## config.mk

```make
export PLATFORM = sky130hd
export DESIGN_NAME = pipe_dest_tracker
export DESIGN_NICKNAME = d
export VERILOG_FILES = /design/src/rtl/pipe_dest_tracker.sv
export SDC_FILE = /design/constraint.sdc
export NUM_CORES = 1
export LEC_CHECK = 0
export BUFFER_PORTS_ARGS = -buffer_cell sky130_fd_sc_hd__buf_4
export CAP_MARGIN = 10
export CORE_AREA = 10 10 67 69
export CTS_BUF_LIST = sky130_fd_sc_hd__clkbuf_4
export CTS_CLUSTER_SIZE = 14
export DETAILED_ROUTE_END_ITERATION = 12
export DIE_AREA = 0 0 77 79
export GPL_TIMING_DRIVEN = 0
export PLACE_DENSITY = 0.76
export SYNTH_ARGS = -nofsm -noshare
export SYNTH_HDL_FRONTEND = slang
export SYNTH_SLANG_ARGS = --single-unit
```

## constraint.sdc

```tcl
create_clock -name clk_i -period 3.9 [get_ports clk_i]
set_clock_uncertainty 0.05 [all_clocks]
set_input_delay 0.195 -clock clk_i [delete_from_list [all_inputs] [get_ports clk_i]]
set_output_delay 0.195 -clock clk_i [all_outputs]
set_load 0.01 [all_outputs]
```

## src/rtl/pipe_dest_tracker.sv

```systemverilog
// Destination/write-enable tracker across ID/EX, EX/MEM and MEM/WB.
// Detects load-use hazards, inserts bubbles and counts stalls.
//
// Ports:
//   clk_i, rst_i              clock, async active-low reset
//   id_*                      ID-stage instruction fields
//   flush_i                   kill the ID slot this cycle
//   stall_o                   hold PC and IF/ID
//   ex_*/em_*/mw_*            per-stage rd/regw (ex also memread)
//   stall_cnt_o               saturating load-use bubble count
module pipe_dest_tracker #(
  parameter int REG_AW = 5,
  parameter int CNT_W  = 16
) (
  input  logic              clk_i,
  input  logic              rst_i,
  input  logic              id_valid_i,
  input  logic [REG_AW-1:0] id_rs1_i,
  input  logic [REG_AW-1:0] id_rs2_i,
  input  logic              id_use_rs1_i,
  input  logic              id_use_rs2_i,
  input  logic [REG_AW-1:0] id_rd_i,
  input  logic              id_regw_i,
  input  logic              id_memread_i,
  input  logic              flush_i,
  output logic              stall_o,
  output logic [REG_AW-1:0] ex_rd_o,
  output logic              ex_regw_o,
  output logic              ex_memread_o,
  output logic [REG_AW-1:0] em_rd_o,
  output logic              em_regw_o,
  output logic [REG_AW-1:0] mw_rd_o,
  output logic              mw_regw_o,
  output logic [CNT_W-1:0]  stall_cnt_o
);

  typedef struct packed {
    logic [REG_AW-1:0] rd;
    logic              regw;
    logic              memread;
  } dst_t;

  localparam dst_t BUBBLE = '{rd: '0, regw: 1'b0, memread: 1'b0};
  localparam logic [CNT_W-1:0] CNT_MAX = '1;

  dst_t ex_q, em_q, mw_q;
  dst_t ex_d;
  logic haz;
  logic src1_hit, src2_hit;

  assign src1_hit = id_use_rs1_i && (id_rs1_i == ex_q.rd);
  assign src2_hit = id_use_rs2_i && (id_rs2_i == ex_q.rd);

  assign haz = id_valid_i && ex_q.memread && (ex_q.rd != '0)
            && (src1_hit || src2_hit);

  // a flushed instruction never needs to wait for its operand
  assign stall_o = haz && !flush_i;

  always_comb begin
    ex_d = BUBBLE;
    if (id_valid_i && !flush_i && !stall_o) begin
      ex_d.rd      = id_rd_i;
      // x0 is never a real write target
      ex_d.regw    = id_regw_i && (id_rd_i != '0);
      ex_d.memread = id_memread_i;
    end
  end

  always_ff @(posedge clk_i or negedge rst_i) begin
    if (!rst_i) begin
      ex_q <= BUBBLE;
      em_q <= BUBBLE;
      mw_q <= BUBBLE;
    end else begin
      ex_q <= ex_d;
      em_q <= ex_q;
      mw_q <= em_q;
    end
  end

  always_ff @(posedge clk_i or negedge rst_i) begin
    if (!rst_i) begin
      stall_cnt_o <= '0;
    end else if (stall_o && (stall_cnt_o != CNT_MAX)) begin
      stall_cnt_o <= stall_cnt_o + 1'b1;
    end
  end

  assign ex_rd_o      = ex_q.rd;
  assign ex_regw_o    = ex_q.regw;
  assign ex_memread_o = ex_q.memread;
  assign em_rd_o      = em_q.rd;
  assign em_regw_o    = em_q.regw;
  assign mw_rd_o      = mw_q.rd;
  assign mw_regw_o    = mw_q.regw;

endmodule
```

==> results of run 1 <==
## cell usage after synthesis (2+ instances only)
master   instances  share of area, %
and2_1           6               2.5
and3_1           2              0.82
and4_1           2               1.2
dfrtp_1         35                58
inv_1            2              0.49
mux2_1           2               1.5
nand2_1         10               2.5
nand3_1         13               4.3
nand4_1          6               2.5
nor2_1           3              0.74
nor3_1           5               1.6
xnor2_1         23                13
## state kept, by name, summed over array words and instances (netlist names)
signal and flops:
ex_memread_o 1, mw_regw_o 1, em_regw_o 1, ex_rd_o 5, mw_rd_o 5, stall_cnt_o 16
em_rd_o 5, ex_regw_o 1
## per-layer routing
metal | vias to the layer above | GRT usage, % | routed length [µm]
li1 | 575 | - | -
met1 | 608 | 12.7 | 1420
met2 | 40 | 23.2 | 1980
met3 | 7 | 5.29 | 229
met4 | 0 | 5.47 | 67
met5 | - | 0 | 0
## cell families (layout without fill, tap and decap cells)
group / count (synthesis) / in the layout
simple gates: 53 / 53
buf+inv: 4 / 73
flops: 35 / 35
compound gates: 7 / 7
mux: 2 / 2
xor+xnor: 24 / 24
fa+ha+maj: 1 / 1
## power by group through the flow
stage | Clock (mW) | Combinational [mW] | Sequential [mW]
floorplan | 0 | 0.0189 | 0.388
global placement | 0 | 0.0632 | 0.384
detailed placement | 0 | 0.0647 | 0.385
CTS | 0.204 | 0.0663 | 0.378
global route | 0.225 | 0.0724 | 0.379
finish | 0.200 | 0.0655 | 0.378
## worst register-to-register path: cells and delay by family (launching register included)
kind / cells / cell delay [ps]
AO/OA/AOI/OAI: 2 / 470
flip-flops: 1 / 460
multiplexers: 1 / 330
AND/OR/NAND/NOR: 2 / 730
## worst paths after layout
check                           start  depth (start not counted)             end
max                        ex_rd_o[1]                          6         stall_o
min                        id_rd_i[1]                          2      ex_rd_o[1]
max reg2reg                ex_rd_o[0]                          5  stall_cnt_o[1]
min reg2reg                em_rd_o[4]                          0      mw_rd_o[4]
max in group asynchronous       rst_i                          2      em_rd_o[4]
min in group asynchronous       rst_i                          2      ex_rd_o[4]
## timing repair
action                    CTS  global route
hold endpoints to repair   36             1
setup buffers               0             0
hold buffers                2             1
## area by class of cell
class	instances	area [µm²]
fillers	268	1130
flip-flops and latches	35	876
multi-input cells	87	629
repair buffers	61	465
well taps	46	57.6
clock buffers	7	52.6
inverters	3	11.3
clock inverters	1	5.00
plain buffers	1	5.00
## through the flow
step                cells  power (mW)  util (%)
floorplan             126       0.407         -
global route          241       0.676      65.0
finish                241       0.643      65.0
CTS                   240       0.648      64.7
detailed placement    230       0.450      62.3
global placement      230       0.448      62.3
==> qor.txt, run 1 <==
Worst vdd ir: 0.000196 V
Post-synthesis compound-gate area fraction: 5.92%
Post-Place Cell Area: 2010 µm²
FP Rows: 21
EDFF count, synth: 0
Worst Tran Pin Value: 634 ps
Syn nets: 150
CTS tree: built
Fin worst setup slack: 1470 ps
Maxcap violations: 0
Cells after Synth: 126
Initial antenna violation count: 0
Core area: 3230 µm²
Post-layout min period: 2430 ps
Peak Freq: 412 MHz
Port-buffer cells: 58
Final wirelength: 3700 µm
Seq cells post-synth: 35
Crit path max fanout: 10
CP delay by family, top: flip-flops
RSZ-0062 raised after global routing: no
CTS Buf Count: 5
Adder-cell share of the synthesized area: 0.822%
Pint: 0.492 mW
DRC: 0
Worst rel slew slack: 57.4%
Most common cell after layout, fill and taps aside: buf_4
Ys flop type: dfrtp_1
Leakage: 1.00 nW
Crit path cell chain: xnor2_1 > nand4_1 > o22ai_2 > buf_2 > and2_2 > buf_4
Largest net degree at the start of global routing: 36
Vias post-DR: 1,230
Diodes inserted: 0
Commonest cells after routing, fill and taps aside: buf_4, dfrtp_1, xnor2_1
Post-Synth Simple-Gate Area: 19.3%
Overall routing resource usage: 12.8%
DRT antenna net count: 0
Worst Path Arrival: 2180 ps
Die area: 6080 µm²
Sequential power share: 58.7%
Post-Synth XOR/XNOR Area: 13.8%
Cell Area, Synth: 1520 µm²
Clock root cell: clkbuf_4
Hold Vio Cnt, Final: 0
H-tree depth: 2
Crit path buf inv count: 2
Final TNS setup: 0 ps
Critical path data required time: 3650 ps
Gr ovfl total: 0
CTS Sinks: 35
Async set-reset flop share out of synthesis: 100%
Crit path capture type: output port
WS Path Type: reg -> out
Sequential fraction of the synthesis area: 57.6%
Clock-pin slew on the worst setup and hold paths: 100 ps
Largest family of logic cells by synthesized area: simple AND/OR/NAND/NOR gates
Vias in the first global route: 1,345
Die Span Y: 79 µm
Resized cells post-CTS: 0
Synth-to-layout area growth: 38.2%
Clk_lat worst skew: 350 ps
Hold Crit Class: in -> reg
Post-synthesis mux area share: 1.48%
Power Dens Cells: 306 nW/µm²
DRT Pass-1 Iters: 4
GPL Wtd Cong: 0.759
Die W: 77 µm
WL/cell: 15.3 µm
First-pass GRT wire length: 6290 µm
Nets@finish: 218
Startpoint Class: register
FF-to-FF setup slack: 1750 ps
Via/cell ratio: 5.10
P_sw: 0.152 mW
I/O Pins: 59
DP Wirelength: 2860 µm
Combinational share of power: 10.2%
Max clock buf depth: 2
Slowest stage cell, crit path: dfrtp_1
Net Sw Frac: 23.6%
Cell variety after synth: 29
Synth warnings: 0
Clock share of power: 31.1%
Syn avg cell area: 12.1 µm²
Status: complete, no violations
Pre-CTS WS: 1760 ps
Slew Viols, Final: 0
Worst stage delay on the critical path: 480 ps
Min Hold Slack: 15.0 ps
Initial core utilization: 47.1%
Period utilization: 62.2%
Post-route cell area: 2100 µm²
Layout cells sized above 1: 38.5%
1st-iter DRT viols: 73
Final setup violating endpoints: 0
(Power assumes the default switching activity.)
==> run 2: changes to the inputs <==
Settings changed: CORE_AREA 10 10 67 69 to 10 10 70 72, DIE_AREA 0 0 77 79 to 0 0 80 82, PLACE_DENSITY 0.76 to 0.73.
Clock period 3.9 ns to 2.05 ns, I/O delays scaled along.
==> run 2 against run 1 <==
  * Wire length grew 15%
  * Global-route usage rose by 0.71 points
  * Setup slack got worse by 1400 ps
  * Die area up 7.8%
  * Highest routed layer unchanged
==> qor.txt, run 2 (synthesized netlist as in run 1, its figures left out) <==
DRT Pass-1 Iters: 4 (unchanged)
Hold Crit Class: in -> reg
DRT antenna net count: 0 (unchanged)
Worst rel slew slack: 66.1% (+8.7 points)
FP Rows: 22 (+4.8%)
First-pass GRT wire length: 6790 µm (+7.9%)
Largest register FFs: 16 (unchanged)
Final TNS setup: 0 ps (unchanged)
Die area: 6560 µm² (+7.8%)
Total power: 1.34 mW (+110%)
Max clock buf depth: 2 (unchanged)
Final setup violating endpoints: 0 (unchanged)
Worst Tran Pin Value: 501 ps (-132 ps)
Leakage: 1.10 nW (+9.5%)
P_sw: 0.304 mW (+100%)
Pre-CTS WS: -80.5 ps (-1840 ps)
WL/cell: 16.2 µm (+5.8%)
WS Path Type: reg -> out
Vias in the first global route: 1,368 (+1.7%)
Power Dens Cells: 578 nW/µm² (+89%)
Commonest cells after routing, fill and taps aside: buf_4, dfrtp_1, xnor2_1
Pint: 1.04 mW (+110%)
CTS tree: built
CTS Sinks: 35 (unchanged)
Min Hold Slack: 138 ps (+123 ps)
Crit path max fanout: 4 (-6)
GPL Wtd Cong: 0.808 (+6.4%)
Combinational share of power: 11.0% (+0.8 points)
Port-buffer cells: 58 (unchanged)
Die W: 80 µm (+3.9%)
Fin worst setup slack: 45.8 ps (-1430 ps)
Sequential power share: 53.4% (-5.3 points)
Slew Viols, Final: 0 (unchanged)
Net Sw Frac: 22.6% (-1.0 points)
Critical path data required time: 1900 ps (-1750 ps)
I/O Pins: 59 (unchanged)
Core area: 3580 µm² (+11%)
Via/cell ratio: 4.88 (-4.4%)
H-tree depth: 2 (unchanged)
Post-layout min period: 2000 ps
Startpoint Class: register
1st-iter DRT viols: 92 (+26%)
Most flops, register: stall_cnt_o
Hold Vio Cnt, Final: 0 (unchanged)
Largest net degree at the start of global routing: 36 (unchanged)
Worst vdd ir: 0.000401 V (+100%)
Clock share of power: 35.6% (+4.5 points)
Clock root cell: clkbuf_4
DP Wirelength: 3010 µm (+5.5%)
Peak Freq: 499 MHz
Most common cell after layout, fill and taps aside: buf_4
Period utilization: 97.8%
Status: complete, no violations
Gr ovfl total: 0 (unchanged)
Diodes inserted: 0 (unchanged)
Initial antenna violation count: 0 (unchanged)
Clock-pin slew on the worst setup and hold paths: 110 ps (about the same)
Crit path capture type: output port
Die Span Y: 82 µm (+3.8%)
Worst Path Arrival: 1850 ps (-330 ps)
Overall routing resource usage: 13.5% (+0.71 points)
Nets@finish: 236 (+8.3%)
Layout cells sized above 1: 45.1% (+6.6 points)
DRC: 0 (unchanged)
Clk_lat worst skew: 340 ps (about the same)
Final wirelength: 4230 µm (+15%)
Maxcap violations: 0 (unchanged)
RSZ-0062 raised after global routing: yes
Synth-to-layout area growth: 52.9%
CTS Buf Count: 5 (unchanged)
Initial core utilization: 42.5% (-4.6 points)
Vias post-DR: 1,273 (+3.5%)
run 2: cell types whose count changed in the layout (fill, tap and decap cells not counted), moves of 2 or more:
cell | before | now
dfrtp_2 | 0 | 4
dlygate4sd3_1 | 3 | 8
buf_4 | 58 | 69
mux2_1 | 2 | 0
buf_6 | 0 | 3
clkbuf_4 | 7 | 5
mux2_4 | 0 | 2
nor3_2 | 0 | 2
dfrtp_1 | 35 | 31
nor3_1 | 5 | 3
run 2: metrics by stage:
step / area (µm²) / instances / util (%)
final: 2330 / 261 / 65.0
after global routing: 2330 / 261 / 65.0
after CTS: 2270 / 257 / 63.4
after detailed placement: 2020 / 232 / 56.4
after global placement: 2020 / 232 / 56.4
after floorplan: 1520 / 126 / -
run 2: timing repair:
item | 4_1_cts | 5_1_grt
resized for setup | 9 | 7
buffers inserted | 9 | 4
hold endpoints to repair | 42 | 0
hold buffers | 8 | 0
pin swaps | 5 | 6
setup endpoints to repair | 3 | 9
run 2: critical path: stages, from the launching register on:
cell,delay [ps]
dfrtp_2,450
or4_4,530
o2111ai_4,220
inv_2,60
and2_4,140
buf_6,110
run 2: layout make-up:
| type | instances | area (µm²) |
|---|---|---|
| inverters | 3 | 11.3 |
| plain buffers | 1 | 11.3 |
| clock inverters | 3 | 38.8 |
| multi-input cells | 87 | 666 |
| fillers | 295 | 1250 |
| clock buffers | 5 | 37.5 |
| repair buffers | 79 | 621 |
| well taps | 48 | 60.1 |
| flip-flops and latches | 35 | 881 |
run 2: path summary, 6_finish.rpt:
kind | startpoint | end | slack [ps] | depth (start not counted)
max | ex_rd_o[3] | stall_o | 50 | 5
min | id_valid_i | ex_regw_o | 140 | 4
max reg2reg | ex_rd_o[3] | stall_cnt_o[12] | 60 | 6
min reg2reg | em_rd_o[0] | mw_rd_o[0] | 340 | 0
max in group asynchronous | rst_i | ex_rd_o[0] | 1420 | 2
min in group asynchronous | rst_i | ex_regw_o | 200 | 2
run 2: routing by layer:
metal / track usage [%] / vias to the layer above / routed length [µm]
met3: 4.04 / 11 / 228
met2: 25.4 / 34 / 2440
li1: - / 608 / -
met4: 7.75 / 0 / 116
met5: 0 / - / 0
met1: 12.7 / 620 / 1450
run 2: power groups by stage:
| stage | clock network, mW | registers [mW] | logic (mW) |
|---|---|---|---|
| detailed placement | 0 | 0.732 | 0.125 |
| global placement | 0 | 0.732 | 0.120 |
| finish | 0.479 | 0.718 | 0.148 |
| global route | 0.520 | 0.720 | 0.162 |
| CTS | 0.488 | 0.717 | 0.146 |
| floorplan | 0 | 0.738 | 0.0359 |
==> run 3: changes to the inputs <==
Settings changed: BUFFER_PORTS_ARGS -buffer_cell sky130_fd_sc_hd__buf_4 to not set, CORE_AREA 10 10 70 72 to 2 2 59 61, DIE_AREA 0 0 80 82 to 0 0 61 63, DONT_BUFFER_PORTS set to 1, PLACE_DENSITY 0.73 to 0.63.
==> run 3 against run 2 <==
  * The run now ends with setup timing left
  * Final cell count down 26%
  * Sequential power rose by 1%
  * Fmax fell by 2.3%
  * Via count is 17% lower
  * Critical path type is now reg -> reg
  * Critical endpoint is now stall_cnt_o[12]
  * Largest cell class unchanged
==> qor.txt, run 3 (synthesized netlist as in run 1, its figures left out) <==
Startpoint Class: register
Most common cell after layout, fill and taps aside: dfrtp_1
Period utilization: 100% (+2.3 points)
Failing checks: setup timing
Status: complete, but fails checks
Slew Viols, Final: 0 (unchanged)
CTS tree: built
DRT Pass-1 Iters: 4 (unchanged)
Final TNS setup: -0.760 ps (-0.760 ps)
Net Sw Frac: 24.2% (+1.6 points)
Clock-pin slew on the worst setup and hold paths: 100 ps (about the same)
Leakage: 0.760 nW (-31%)
Die area: 3840 µm² (-41%)
Worst vdd ir: 0.000378 V (-5.6%)
Combinational share of power: 6.8% (-4.2 points)
Hold Crit Class: in -> reg
WL/cell: 16.1 µm (-0.73%)
First-pass GRT wire length: 5280 µm (-22%)
FP Rows: 21 (-4.5%)
Port-buffer cells: 0 (-100%)
Worst Path Arrival: 2230 ps (+380 ps)
Die Span Y: 63 µm (-23%)
CTS Sinks: 35 (unchanged)
Pre-CTS WS: -106 ps (-25.3 ps)
Sequential power share: 63.6% (+10 points)
Via/cell ratio: 5.46 (+12%)
Max clock buf depth: 2 (unchanged)
H-tree depth: 2 (unchanged)
Layout cells sized above 1: 20.9% (-24 points)
I/O Pins: 59 (unchanged)
Clk_lat worst skew: 340 ps (about the same)
Largest register FFs: 16 (unchanged)
GPL Wtd Cong: 0.760 (-5.9%)
P_sw: 0.276 mW (-9.0%)
Critical path data required time: 2230 ps (+330 ps)
Commonest cells after routing, fill and taps aside: dfrtp_1, xnor2_1, nand3_1
Fin worst setup slack: -0.760 ps (-46.5 ps)
Nets@finish: 172 (-27%)
Clock share of power: 29.6% (-6.0 points)
DRT antenna net count: 0 (unchanged)
Worst rel slew slack: 72.9% (+6.8 points)
Initial core utilization: 47.1% (+4.6 points)
Core area: 3230 µm² (-9.7%)
CTS Buf Count: 5 (unchanged)
Crit path capture type: register
1st-iter DRT viols: 42 (-54%)
Vias post-DR: 1,059 (-17%)
Die W: 61 µm (-24%)
Pint: 0.867 mW (-17%)
Maxcap violations: 0 (unchanged)
WS Path Type: reg -> reg
Clock root cell: clkbuf_4
Post-layout min period: 2050 ps (+46.5 ps)
Initial antenna violation count: 0 (unchanged)
Peak Freq: 488 MHz (-2.3%)
Final wirelength: 3120 µm (-26%)
Gr ovfl total: 0 (unchanged)
RSZ-0062 raised after global routing: yes
Final setup violating endpoints: 1 (+1)
Vias in the first global route: 1,093 (-20%)
Largest net degree at the start of global routing: 36 (unchanged)
Crit path max fanout: 5 (+1)
Diodes inserted: 0 (unchanged)
Power Dens Cells: 632 nW/µm² (+9.4%)
Most flops, register: stall_cnt_o
Synth-to-layout area growth: 18.8%
Worst Tran Pin Value: 401 ps (-101 ps)
DRC: 0 (unchanged)
Hold Vio Cnt, Final: 0 (unchanged)
DP Wirelength: 2050 µm (-32%)
Overall routing resource usage: 18.6% (+5.1 points)
[run 3: worst paths after layout]
check / from / end / slack [ps] / cells after the start
setup / recovery: ex_rd_o[0] / stall_cnt_o[12] / -0.8 / 6
hold / removal: id_valid_i / ex_regw_o / 20 / 3
setup reg to reg: ex_rd_o[0] / stall_cnt_o[12] / -0.8 / 6
hold reg to reg: em_rd_o[3] / mw_rd_o[3] / 400 / 0
max in group asynchronous: rst_i / ex_rd_o[3] / 1600 / 2
min in group asynchronous: rst_i / stall_cnt_o[14] / 150 / 2
[run 3: per-stage QoR]
| step | utilization (%) | total power [mW] | cells | hold WS [ps] | cell area (µm²) |
|---|---|---|---|---|---|
| finish | 55.9 | 1.14 | 194 | 24.2 | 1810 |
| global route | 55.9 | 1.20 | 194 | 22.3 | 1810 |
| CTS | 55.6 | 1.16 | 194 | 6.45 | 1800 |
| detailed placement | 48.9 | 0.782 | 172 | -242 | 1580 |
| global placement | 48.9 | 0.781 | 172 | -242 | 1580 |
| floorplan | - | 0.773 | 126 | -243 | 1520 |
[run 3: final cells by class]
cell class | count | area [µm²]
Tap cell | 46 | 57.6
Sequential cell | 35 | 880
Timing Repair Buffer | 15 | 149
Inverter | 3 | 11.3
Multi-Input combinational cell | 87 | 659
Fill cell | 300 | 1420
Buffer | 1 | 5.00
Clock buffer | 5 | 37.5
Clock inverter | 2 | 8.76
[run 3: layer usage]
metal	vias up	routed length [µm]	global-route usage, %
met3	7	177	6.83
met5	-	0	0
met4	0	76	8.15
met2	35	1670	30.2
met1	533	1200	21.3
li1	484	-	-
[run 3: timing repair]
action / CTS / global route
hold buffers: 9 / 0
pin swaps: 7 / 2
setup buffers: 6 / 0
resized for setup: 8 / 4
hold endpoints to repair: 42 / 0
setup endpoints to repair: 4 / 17
[run 3: power groups by stage]
stage                     Combinational [mW]  Clock (mW)  Sequential, mW
after floorplan                       0.0359           0           0.738
after global placement                0.0397           0           0.741
after detailed placement              0.0404           0           0.742
after CTS                             0.0770       0.358           0.728
after global routing                  0.0869       0.380           0.731
final                                 0.0775       0.338           0.728
[run 3: worst max-delay path, cell delays in order (launching register included)]
cell,delay [ps]
dfrtp_2,470
or4_4,560
o2111ai_4,270
buf_6,150
nor3_2,30
nand4_1,110
mux2_4,300
